===== config.mk =====
export PLATFORM = sky130hd
export DESIGN_NAME = pipe_stage_chain
export DESIGN_NICKNAME = d
export VERILOG_FILES = /design/src/rtl/pipe_stage_chain_pkg.sv /design/src/rtl/pipe_stage_chain_stage.sv /design/src/rtl/pipe_stage_chain.sv
export SDC_FILE = /design/constraint.sdc
export NUM_CORES = 1
export LEC_CHECK = 0
export CAP_MARGIN = 30
export CORE_MARGIN = 5
export CORE_UTILIZATION = 53
export CTS_BUF_LIST = sky130_fd_sc_hd__clkbuf_2
export CTS_CLUSTER_DIAMETER = 30
export CTS_CLUSTER_SIZE = 24
export DETAILED_ROUTE_END_ITERATION = 8
export PLACE_DENSITY = 0.91
export SLEW_MARGIN = 30
export SYNTH_ARGS = -nofsm -noshare
export SYNTH_HDL_FRONTEND = slang
export SYNTH_SLANG_ARGS = --single-unit

===== constraint.sdc =====
create_clock -name clk -period 6.5 [get_ports clk]
set_input_delay 1.625 -clock clk [delete_from_list [all_inputs] [get_ports clk]]
set_output_delay 1.625 -clock clk [all_outputs]
set_load 0.005 [all_outputs]

===== src/rtl/pipe_stage_chain_pkg.sv =====
// Shared helpers for parametrised flop/FIFO blocks.
// occ_width sizes a counter that must hold every value from 0 to depth inclusive.
package pipe_stage_chain_pkg;

  function automatic int occ_width(input int depth);
    return $clog2(depth + 1);
  endfunction

endpackage


===== src/rtl/pipe_stage_chain_stage.sv =====
// One elastic register stage: a valid bit plus a payload word.
// Flush clears only the valid bit; the payload keeps its last value.
module pipe_stage #(
  parameter int              WIDTH     = 32,
  parameter logic [WIDTH-1:0] RESET_VAL = '0
) (
  input  logic             clk,
  input  logic             reset,
  input  logic             i_flush,
  input  logic             i_load,
  input  logic             i_valid,
  input  logic [WIDTH-1:0] i_data,
  output logic             o_valid,
  output logic [WIDTH-1:0] o_data
);

  logic             r_valid;
  logic [WIDTH-1:0] r_data;

  // Stage state: async reset, then flush, then load; otherwise hold.
  always_ff @(posedge clk or posedge reset) begin
    if (reset) begin
      r_valid <= 1'b0;
      r_data  <= RESET_VAL;
    end else if (i_flush) begin
      r_valid <= 1'b0;
    end else if (i_load) begin
      r_valid <= i_valid;
      if (i_valid) begin
        r_data <= i_data;
      end
    end
  end

  assign o_valid = r_valid;
  assign o_data  = r_data;

endmodule


===== src/rtl/pipe_stage_chain.sv =====
// Elastic valid/ready pipeline of DEPTH stages with flush, bubble collapsing
// and occupancy reporting; out_valid/out_data come straight from the last stage.
module pipe_stage_chain
  import pipe_stage_chain_pkg::*;
#(
  parameter int               WIDTH     = 32,
  parameter int               DEPTH     = 2,
  parameter logic [WIDTH-1:0] RESET_VAL = '0,
  parameter int               OCC_W     = occ_width(DEPTH)
) (
  input  logic             clk,
  input  logic             reset,
  input  logic             flush,
  input  logic             in_valid,
  output logic             in_ready,
  input  logic [WIDTH-1:0] in_data,
  output logic             out_valid,
  input  logic             out_ready,
  output logic [WIDTH-1:0] out_data,
  output logic [OCC_W-1:0] occupancy
);

  logic [DEPTH-1:0] w_stage_valid;
  logic [WIDTH-1:0] w_stage_data [DEPTH];
  logic [DEPTH-1:0] w_can_load;
  logic             w_hole_below;
  logic [OCC_W-1:0] w_occ;

  // Ready chain: a stage can load if it or any stage nearer the output has a hole, or out_ready.
  always_comb begin
    w_can_load   = '0;
    w_hole_below = out_ready;
    for (int i = DEPTH - 1; i >= 0; i--) begin
      w_hole_below  = w_hole_below | ~w_stage_valid[i];
      w_can_load[i] = w_hole_below;
    end
  end

  // Occupancy is the popcount of the stage valid flops.
  always_comb begin
    w_occ = '0;
    for (int i = 0; i < DEPTH; i++) begin
      w_occ = w_occ + OCC_W'(w_stage_valid[i]);
    end
  end

  assign in_ready = w_can_load[0] & ~flush;

  for (genvar gi = 0; gi < DEPTH; gi++) begin : g_stage
    logic             w_in_valid;
    logic [WIDTH-1:0] w_in_data;

    if (gi == 0) begin : g_head
      assign w_in_valid = in_valid & in_ready;
      assign w_in_data  = in_data;
    end else begin : g_body
      assign w_in_valid = w_stage_valid[gi-1];
      assign w_in_data  = w_stage_data[gi-1];
    end

    pipe_stage #(
      .WIDTH     (WIDTH),
      .RESET_VAL (RESET_VAL)
    ) u_stage (
      .clk     (clk),
      .reset   (reset),
      .i_flush (flush),
      .i_load  (w_can_load[gi]),
      .i_valid (w_in_valid),
      .i_data  (w_in_data),
      .o_valid (w_stage_valid[gi]),
      .o_data  (w_stage_data[gi])
    );
  end

  assign out_valid = w_stage_valid[DEPTH-1];
  assign out_data  = w_stage_data[DEPTH-1];
  assign occupancy = w_occ;

endmodule


[Yosys cells after proc, flatten, opt, wreduce, memory -nomap -nowiden]
Cells that the tools add are included.
Storage, ports and cells
  flip-flop bits (word level): 66
  input bits: 37
  output and inout port bits: 36
  word-level logic and storage cells: 20
Operators by class
  add/subtract/negate cells: 1
  multiplexer cells: 4
  bitwise logic cells: 7
  reductions and logical operators: 4
Operator list (count)
  3-bit AND reduction: 2
  1-bit 2-to-1 mux: 4
  2-bit nonzero test: 2
  1-bit NOT: 3
  1-bit by 1-bit adder with 2-bit output: 1
  1-bit bitwise AND: 2
  1-bit OR: 2

[Depth between registers and ports, before layout]
Gate-level depths: netlist of the first run.
  depth in word-level cells: 7
  gate-level depth with buffers: 5
  depth with buffers taken out: 3

[By module]
A second synthesis of the first run with hierarchy kept.
Unflattened totals
  cell total of the unflattened synthesis: 150
  area, all modules: 2787.7 sq um
Modules (own cells, without submodules)
  pipe_stage: times used 2, cells an instance 72, area an instance 1370.1 sq um, seq. area each 825.8 sq um
  pipe_stage_chain: times used 1, cells an instance 6, area an instance 47.5 sq um, seq. area each 0.0 sq um

[Least setup slack after synthesis of the first run]
Ideal clock, no wire load.
  path type: input to output
  start point: input out_ready
  end point: output in_ready
  arrival: 1.902 ns
  required time: 4.875 ns
  slack: 2.973 ns
  cell stages on the path: 2
  path buffers: 0
  cell sequence: and3b_1 > nor2_1
Between the ends
  longest elaborated chain between the ends: 3
RTL lines
  from (decl): RTL line pipe_stage_chain.sv:18  | input logic out_ready,
  1-bit OR (2 in a row): RTL line pipe_stage_chain.sv:34  | w_hole_below = w_hole_below | ~w_stage_valid[i];
  1-bit bitwise AND: RTL line pipe_stage_chain.sv:47  | assign in_ready = w_can_load[0] & ~flush;
  to (decl): RTL line pipe_stage_chain.sv:15  | output logic in_ready,
Every way passes these cells.

[Final worst setup path of the first run]
Ends and elaborated chain as after synthesis.

==> flow_summary.yaml, run 1 <==
floorplanning:
  dieWidth_um: 80.1
  initial_core_util_pct: 54.8
  core_sq_mm: 0.00475
  die_h_um: 80.1
  dieArea_sq_mm: 0.00642
  fp-row-count: 25
  io_pins: 73
synthesis:
  synth_nets: 186
  ys_ff_latch: 66
  synth_edf_count: 0
  avgSynthCellArea_sq_um: 17.6
  synthMuxAreaShare_pct: 32.0
  yosysUniqueCellTypes: 13
  synth_common_cells: "dfrtp_1 (66), mux2_2 (34), mux2_4 (30), buf_2 (4)"
  synth-compound-area-share_pct: 0.192
  syn-cell-area_sq_mm: 0.00261
  synth_top_area_share_pct: 63.4
  yosys.area_share.simple_pct: 1.63
  yosys-top-cells-area: "dfrtp_1 (63%), mux2_4 (17%), mux2_2 (15%)"
  synth_fa_ha_area_share_pct: 0.480
  synth_ff_type: "dfrtp_1"
  synthXorXnorAreaFrac_pct: 0
  synth_top_family_by_area: "multiplexers"
  yosysSeqAreaShare_pct: 63.4
  async_flop_share_pct: 100
  yosysMostFrequentCell: "dfrtp_1"
  yosysWarnings: 0
  synth_top_cell_by_area: "dfrtp_1"
  synthCells: 148
clocking:
  ctsResizeCount: 0
  insertion_delay_ps: 460
  cts_made_buffers: 9
  numClockSinks: 66
  root_buffer: "clkbuf_2"
  htreeDepth: 3
  hold_buffers: 0
  clk_pin_slew_ps: 160
  clockBufferDepth: 2
  cts_setup_buffers: 0
  cts_tree: "done"
worst_setup_path:
  arrival_ps: 2890
  worst_setup_path_start_kind: "primary input"
  cp_common_cell: "clkdlybuf4s50_1"
  cp_cell_sequence: "clkdlybuf4s50_1, and3b_1, nor2_1, clkdlybuf4s50_1"
  path_max_fanout: 3
  critPathMaxStageDelay_ps: 500
  required_ps: 4880
  crit_type: "primary input to output port"
  end_kind: "output port"
  crit_slowest_cell: "clkdlybuf4s50_1"
global_routing:
  grt-ovfl-total: 0
  grt_pass1_wl_mm: 7.91
  grt_pass1_vias: 1640
  grt_antenna_before_repair: 0
  grt_max_degree: 67
  track_usage_pct: 16.6
timing:
  max_freq_ghz: 0.222
  period_needed_ps: 4510
  setup_tns_ps: 0
  finClkSkew_ps: 18.9
  finalCritPeriodShare_pct: 69.4
  worstMarginPinSlew_ps: 791
  setup_viol: 0
  hold_viol_final: 0
  rsz0062_at_grt: "false"
  slew_headroom_pct: 47.3
  setup_ws_ps: 1990
  drv_slew: 0
detailed_routing:
  drt_first_pass_iters: 3
  wl_met3_um: 342
  drt-wirelength-per-cell_um: 16.1
  drtIter0Drc: 90
  ant_nets: 0
  dr_wl_met2_mm: 2.39
  vias: 1497
  wl_mm: 4.79
  drc: 0
  routed.top_layer: "met4"
  viasPerCell: 5.02
  met1_length_mm: 1.98
power:
  vdd_drop_max_v: 0.000151
  power_density_mw_per_mm2: 295
  finalPower_mw: 1.02
  p_leak_nw: 1.59
layout:
  nets: 265
  fillCellCount: 327
  register_area_sq_mm: 0.00165
  fin_cells: 298
  antenna_cells: 0
  syn_to_final_growth_pct: 32.5
  multi_input_area_sq_um: 893
  drive_gt1_share_pct: 35.5
place:
  placedCellCount: 283
  portBuffers: 72
  gp_congestion: 0.724
  place_hpwl_mm: 3.32
  dpl_worst_slack_ps: 1990
job:
  max_cap_viol_count: 0
min_path:
  hold_path.class: "register to register"
run_status:
  status: "finished, final reports clean"
-- power breakdown --
part | internal, mW | switching, mW
Sequential | 0.502 | 0.0495
Combinational | 0.212 | 0.0766
Clock | 0.0457 | 0.131
Total | 0.760 | 0.257
-- metrics by stage --
stage | util, % | cell area [sq um] | hold slack, ps
global placement | 71.1 | 3380 | 483
floorplan | - | 2610 | 475
detailed placement | 71.1 | 3380 | 491
global route | 72.6 | 3450 | 541
CTS | 72.6 | 3450 | 531
finish | 72.6 | 3450 | 523
-- cell families (layout without fill, tap and decap cells) --
| logic type | Yosys count | after routing |
|---|---|---|
| AO/OA/AOI/OAI | 1 | 1 |
| adder cells (fa/ha/maj) | 1 | 1 |
| buffers and inverters | 9 | 92 |
| flip-flops | 66 | 66 |
| multiplexers | 64 | 64 |
| AND/OR/NAND/NOR | 7 | 7 |
-- final cells by class --
| class | instances | share of cell area (%) |
|---|---|---|
| clock buffers | 10 | 1.45 |
| clock inverters | 5 | 0.652 |
| inverters | 2 | 0.217 |
| multi-input cells | 73 | 25.9 |
| flip-flops and latches | 66 | 47.8 |
| well taps | 67 | 2.43 |
| repair buffers | 75 | 21.5 |
-- routing by layer --
layer,GRT usage [%],up-vias
met5,0,-
met4,8.11,0
li1,-,679
met2,25.9,55
met3,6.39,8
met1,20.1,755
-- worst max-delay path, delay by kind of cell --
family,cells,cell delay [ps]
buf+inv,2,970
simple gates,2,290
-- state kept, by name, summed over array words and instances, names as in the netlist --
name	flops
g_stage.u_stage.o_data	64
g_stage.u_stage.o_valid	2
-- final timing paths --
| kind | from | depth (start not counted) | slack (ps) | to |
|---|---|---|---|---|
| min | g_stage[0].u_stage.o_data[13]$_DFFE_PP0P_ | 1 | 520 | g_stage[1].u_stage.o_data[13]$_DFFE_PP0P_ |
| min in group asynchronous | reset | 3 | 1700 | g_stage[0].u_stage.o_data[21]$_DFFE_PP0P_ |
| max | out_ready | 4 | 1990 | in_ready |
| max in group asynchronous | reset | 3 | 4270 | g_stage[0].u_stage.o_data[11]$_DFFE_PP0P_ |
| max reg2reg | g_stage[0].u_stage.o_valid$_DFFE_PP0P_ | 4 | 4550 | g_stage[0].u_stage.o_data[11]$_DFFE_PP0P_ |
| min reg2reg | g_stage[0].u_stage.o_data[13]$_DFFE_PP0P_ | 1 | 520 | g_stage[1].u_stage.o_data[13]$_DFFE_PP0P_ |
-- placed cells by master (no fill, tap or decap) --
cell              n
dfrtp_1          66
mux2_2           34
inv_2             1
nor2_1            3
buf_4             3
mux2_4           30
clkinv_1          2
inv_1             1
clkinv_2          3
nand2b_1          1
a21oi_1           1
nand3b_1          1
clkbuf_2         10
clkdlybuf4s50_1  72
ha_1              1
and3b_1           1
or3b_2            1
Note: power is estimated with default switching activity, not from simulation.
==> run 2: changes to the inputs <==
CORE_UTILIZATION = 44   (was 53)
PLACE_DENSITY = 0.81   (was 0.91)
clock period = 3.9 ns   (was 6.5 ns; I/O delays follow)
==> flow_summary.yaml, run 2 (synthesis results as in run 1) <==
run_status:
  status: "finished, final reports clean"
power:
  netSwitchingFraction_pct: 23.9
  finalPower_mw: 1.84
  vdd_drop_max_v: 0.000314
  p_seq_share_pct: 50.2
  p_clk_share_pct: 23.8
  power_density_mw_per_mm2: 522
  p_leak_nw: 1.61
  pwr-share-comb_pct: 26.1
  intPower_mw: 1.40
  p_sw_mw: 0.438
detailed_routing:
  drtIter0Drc: 23
  drt-wirelength-per-cell_um: 15.3
  ant_nets: 0
  drc: 0
  wl_mm: 4.69
  drt_first_pass_iters: 4
  vias: 1468
  viasPerCell: 4.80
timing:
  setup_viol: 0
  drv_slew: 0
  slew_headroom_pct: 46.2
  worstMarginPinSlew_ps: 806
  rsz0062_at_grt: "false"
  period_needed_ps: 3220
  finalCritPeriodShare_pct: 82.5
  whs_ps: 520
  setup_ws_ps: 684
  finClkSkew_ps: 17.7
  hold_viol_final: 0
  max_freq_ghz: 0.311
  setup_tns_ps: 0
floorplanning:
  fp-row-count: 28
  die_h_um: 87.0
  core_sq_mm: 0.00585
  dieWidth_um: 87.0
  initial_core_util_pct: 44.5
  io_pins: 73
  dieArea_sq_mm: 0.00756
clocking:
  insertion_delay_ps: 450
  cts_tree: "done"
  htreeDepth: 3
  clockBufferDepth: 2
  hold_buffers: 0
  clk_pin_slew_ps: 180
  cts_setup_buffers: 0
  ctsResizeCount: 0
  numClockSinks: 66
  cts_made_buffers: 9
  root_buffer: "clkbuf_2"
worst_setup_path:
  path_buf_inv: 2
  worst_setup_path_start_kind: "primary input"
  required_ps: 2920
  r2r_slack_ps: 2080
  crit_type: "primary input to output port"
  cp_top_family: "buffers and inverters"
  cp_common_cell: "clkdlybuf4s50_1"
  cp_cell_sequence: "clkdlybuf4s50_1, and3b_1, nor2_1, clkdlybuf4s50_1"
  path_max_fanout: 3
  crit_slowest_cell: "clkdlybuf4s50_1"
  arrival_ps: 2240
  end_kind: "output port"
  critPathMaxStageDelay_ps: 510
layout:
  final_common_cell: "clkdlybuf4s50_1"
  syn_to_final_growth_pct: 34.8
  drive_gt1_share_pct: 35.9
  final_cell_mix: "clkdlybuf4s50_1 (72), dfrtp_1 (66), mux2_2 (34), mux2_4 (30), clkbuf_2 (9)"
  antenna_cells: 0
  final_cell_area_sq_mm: 0.00351
  nets: 264
  largest_register_ffs: 64
  fin_cells: 306
  utilization_pct: 60.1
global_routing:
  grt_antenna_before_repair: 0
  track_usage_pct: 13.2
  grt-ovfl-total: 0
  grt_max_degree: 67
  grt_pass1_wl_mm: 7.63
  grt_pass1_vias: 1643
place:
  placedCellCount: 290
  portBuffers: 72
  place_area_sq_mm: 0.00338
  dpl_worst_slack_ps: 691
  gp_congestion: 0.714
  place_hpwl_mm: 3.08
job:
  max_cap_viol_count: 0
min_path:
  hold_path.class: "register to register"
## run 2: cell types whose count changed in the layout (fill, tap and decap cells not counted)
cell	previous run	this run
clkinv_2	3	4
bufinv_16	0	2
or3b_4	0	1
or3b_2	1	0
clkinv_1	2	1
buf_4	3	2
clkbuf_2	10	9
## run 2: power by group through the flow
| stage | registers (mW) | clock network [mW] | logic, mW |
|---|---|---|---|
| after floorplan | 0.926 | 0 | 0.200 |
| after global placement | 0.929 | 0 | 0.474 |
| after detailed placement | 0.934 | 0 | 0.487 |
| after CTS | 0.922 | 0.451 | 0.489 |
| final | 0.920 | 0.436 | 0.478 |
| after global routing | 0.942 | 0.471 | 0.518 |
## run 2: metal layers
metal / vias to the layer above / global-route usage, % / part of all wire, % / wire length (um)
met4: 0 / 6.80 / 1.2 / 55
met5: - / 0 / 0 / 0
li1: 674 / - / - / -
met3: 6 / 3.60 / 6.7 / 315
met1: 740 / 16.7 / 45 / 2100
met2: 48 / 20.8 / 47 / 2220
## run 2: path summary, 6_finish.rpt
check | start | to | depth (start not counted)
worst min register to register | g_stage[0].u_stage.o_data[30]$_DFFE_PP0P_ | g_stage[1].u_stage.o_data[30]$_DFFE_PP0P_ | 1
worst max register to register | g_stage[0].u_stage.o_valid$_DFFE_PP0P_ | g_stage[0].u_stage.o_data[10]$_DFFE_PP0P_ | 3
min in group asynchronous | reset | g_stage[0].u_stage.o_data[16]$_DFFE_PP0P_ | 3
worst max-delay path | out_ready | in_ready | 4
worst min-delay path | g_stage[0].u_stage.o_data[30]$_DFFE_PP0P_ | g_stage[1].u_stage.o_data[30]$_DFFE_PP0P_ | 1
max in group asynchronous | reset | g_stage[0].u_stage.o_data[25]$_DFFE_PP0P_ | 3
## run 2: worst register-to-register path, stage by stage, from the launching register on
cell and delay (ps):
dfrtp_1 440, and3b_1 220, or3b_4 640, mux2_4 420
## run 2: cell type report
class / count / area (sq um)
clock buffers: 9 / 45.0
fillers: 475 / 2340
repair buffers: 74 / 736
well taps: 75 / 93.8
multi-input cells: 73 / 896
flip-flops and latches: 66 / 1650
inverters: 2 / 7.51
clock inverters: 7 / 83.8
==> run 3: changes to the inputs <==
clock period = 2.9 ns   (was 3.9 ns; I/O delays follow)
==> flow_summary.yaml, run 3 (synthesis results as in run 1) <==
detailed_routing:
  vias: 1444
  drt-wirelength-per-cell_um: 15.5
  drc: 0
  drtIter0Drc: 31
  drt_first_pass_iters: 2
  wl_mm: 4.77
  ant_nets: 0
  viasPerCell: 4.69
min_path:
  worstHoldEndpoint: "g_stage[1].u_stage.o_data[29]$_DFFE_PP0P_"
  min_path_cells: 1
  hold_start: "g_stage[0].u_stage.o_data[29]$_DFFE_PP0P_"
  hold_path.class: "register to register"
power:
  p_clk_share_pct: 20.9
  netSwitchingFraction_pct: 24.5
  power_density_mw_per_mm2: 676
  vdd_drop_max_v: 0.000387
  p_sw_mw: 0.583
  pwr-share-comb_pct: 27.3
  intPower_mw: 1.79
  p_leak_nw: 1.61
  p_seq_share_pct: 51.8
floorplanning:
  dieArea_sq_mm: 0.00756
  dieWidth_um: 87.0
  die_h_um: 87.0
  initial_core_util_pct: 44.5
  fp-row-count: 28
  io_pins: 73
  core_sq_mm: 0.00585
timing:
  finClkSkew_ps: 15.1
  whs_ps: 518
  slew_headroom_pct: 65.5
  worstMarginPinSlew_ps: 517
  finalCritPeriodShare_pct: 94.5
  max_freq_ghz: 0.365
  setup_tns_ps: 0
  setup_viol: 0
  rsz0062_at_grt: "false"
  period_needed_ps: 2740
  drv_slew: 0
  hold_viol_final: 0
layout:
  utilization_pct: 60.1
  nets: 266
  final_cell_area_sq_mm: 0.00351
  drive_gt1_share_pct: 36.1
  final_cell_mix: "clkdlybuf4s50_1 (72), dfrtp_1 (66), mux2_2 (34), mux2_4 (30), clkbuf_2 (9)"
  antenna_cells: 0
  fillCellCount: 467
  largest_register_ffs: 64
  final_common_cell: "clkdlybuf4s50_1"
  syn_to_final_growth_pct: 34.9
worst_setup_path:
  path_max_fanout: 3
  crit_slowest_cell: "clkdlybuf4s50_1"
  cp_top_family: "buffers and inverters"
  r2r-end: "g_stage[0].u_stage.o_data[10]$_DFFE_PP0P_"
  r2r_slack_ps: 1100
  worst_setup_path_start_kind: "primary input"
  r2r_cells: 4
  end_kind: "output port"
  worstReg2RegStart: "g_stage[0].u_stage.o_valid$_DFFE_PP0P_"
  cp_common_cell: "clkdlybuf4s50_1"
  required_ps: 2170
  arrival_ps: 2020
  crit_type: "primary input to output port"
  path_buf_inv: 2
  cp_cell_sequence: "clkdlybuf4s50_1, and3b_1, nor2_1, clkdlybuf4s50_1"
  critPathMaxStageDelay_ps: 520
run_status:
  status: "finished, final reports clean"
place:
  place_area_sq_mm: 0.00341
  gp_congestion: 0.655
  place_hpwl_mm: 3.30
  portBuffers: 72
job:
  max_cap_viol_count: 0
global_routing:
  grt_pass1_wl_mm: 7.89
  grt_pass1_vias: 1646
  grt_max_degree: 33
  grt_antenna_before_repair: 0
  track_usage_pct: 13.9
  grt-ovfl-total: 0
clocking:
  cts_tree: "done"
  numClockSinks: 66
  htreeDepth: 3
  insertion_delay_ps: 440
  cts_setup_buffers: 0
  root_buffer: "clkbuf_2"
  cts_made_buffers: 9
  clk_pin_slew_ps: 170
  hold_buffers: 0
  ctsResizeCount: 0
  clockBufferDepth: 2
[run 3: worst reg2reg max path, cell delays in order, from the launching register on]
cell and delay (ps):
dfrtp_1 450, and3b_1 220, or3b_2 480, buf_12 220, mux2_4 340
[run 3: layer usage]
metal,GRT usage (%),up-vias,wire length [um]
li1,-,681,-
met1,16.7,713,2050
met2,22.3,45,2360
met3,4.26,5,310
met4,7.65,0,45
met5,0,-,0
[run 3: final cells by class]
class / instances / area [sq um] / area share (%)
sequential: 66 / 1650 / 47.0
multi-input combinational: 73 / 893 / 25.4
timing repair buffer: 76 / 763 / 21.7
tap: 75 / 93.8 / 2.67
clock inverter: 7 / 60.1 / 1.71
clock buffer: 9 / 45.0 / 1.28
inverter: 2 / 7.51 / 0.214
[run 3: per-stage QoR]
stage | total power, mW | worst slack (ps) | cells
3_3_place_gp | 1.89 | 209 | 292
6_report | 2.38 | 159 | 308
2_1_floorplan | 1.52 | 520 | 148
3_5_place_dp | 1.91 | 158 | 292
4_1_cts | 2.42 | 147 | 308
5_1_grt | 2.53 | 80.3 | 308
[run 3: worst max path at each step]
stage	start	endpoint	slack, ps	cells past startpoint
detailed placement	out_ready	in_ready	160	4
finish	out_ready	in_ready	160	4
floorplan	reset	g_stage[0].u_stage.o_data[0]$_DFFE_PP0P_	520	1
CTS	out_ready	in_ready	150	4
global placement	out_ready	in_ready	210	4
global route	out_ready	in_ready	80	4
[run 3: power by group through the flow]
| stage | clock network, mW | registers [mW] | logic, mW |
|---|---|---|---|
| after floorplan | 0 | 1.25 | 0.270 |
| after global placement | 0 | 1.25 | 0.642 |
| after detailed placement | 0 | 1.25 | 0.661 |
| after CTS | 0.525 | 1.24 | 0.664 |
| after global routing | 0.565 | 1.27 | 0.697 |
| final | 0.496 | 1.23 | 0.649 |
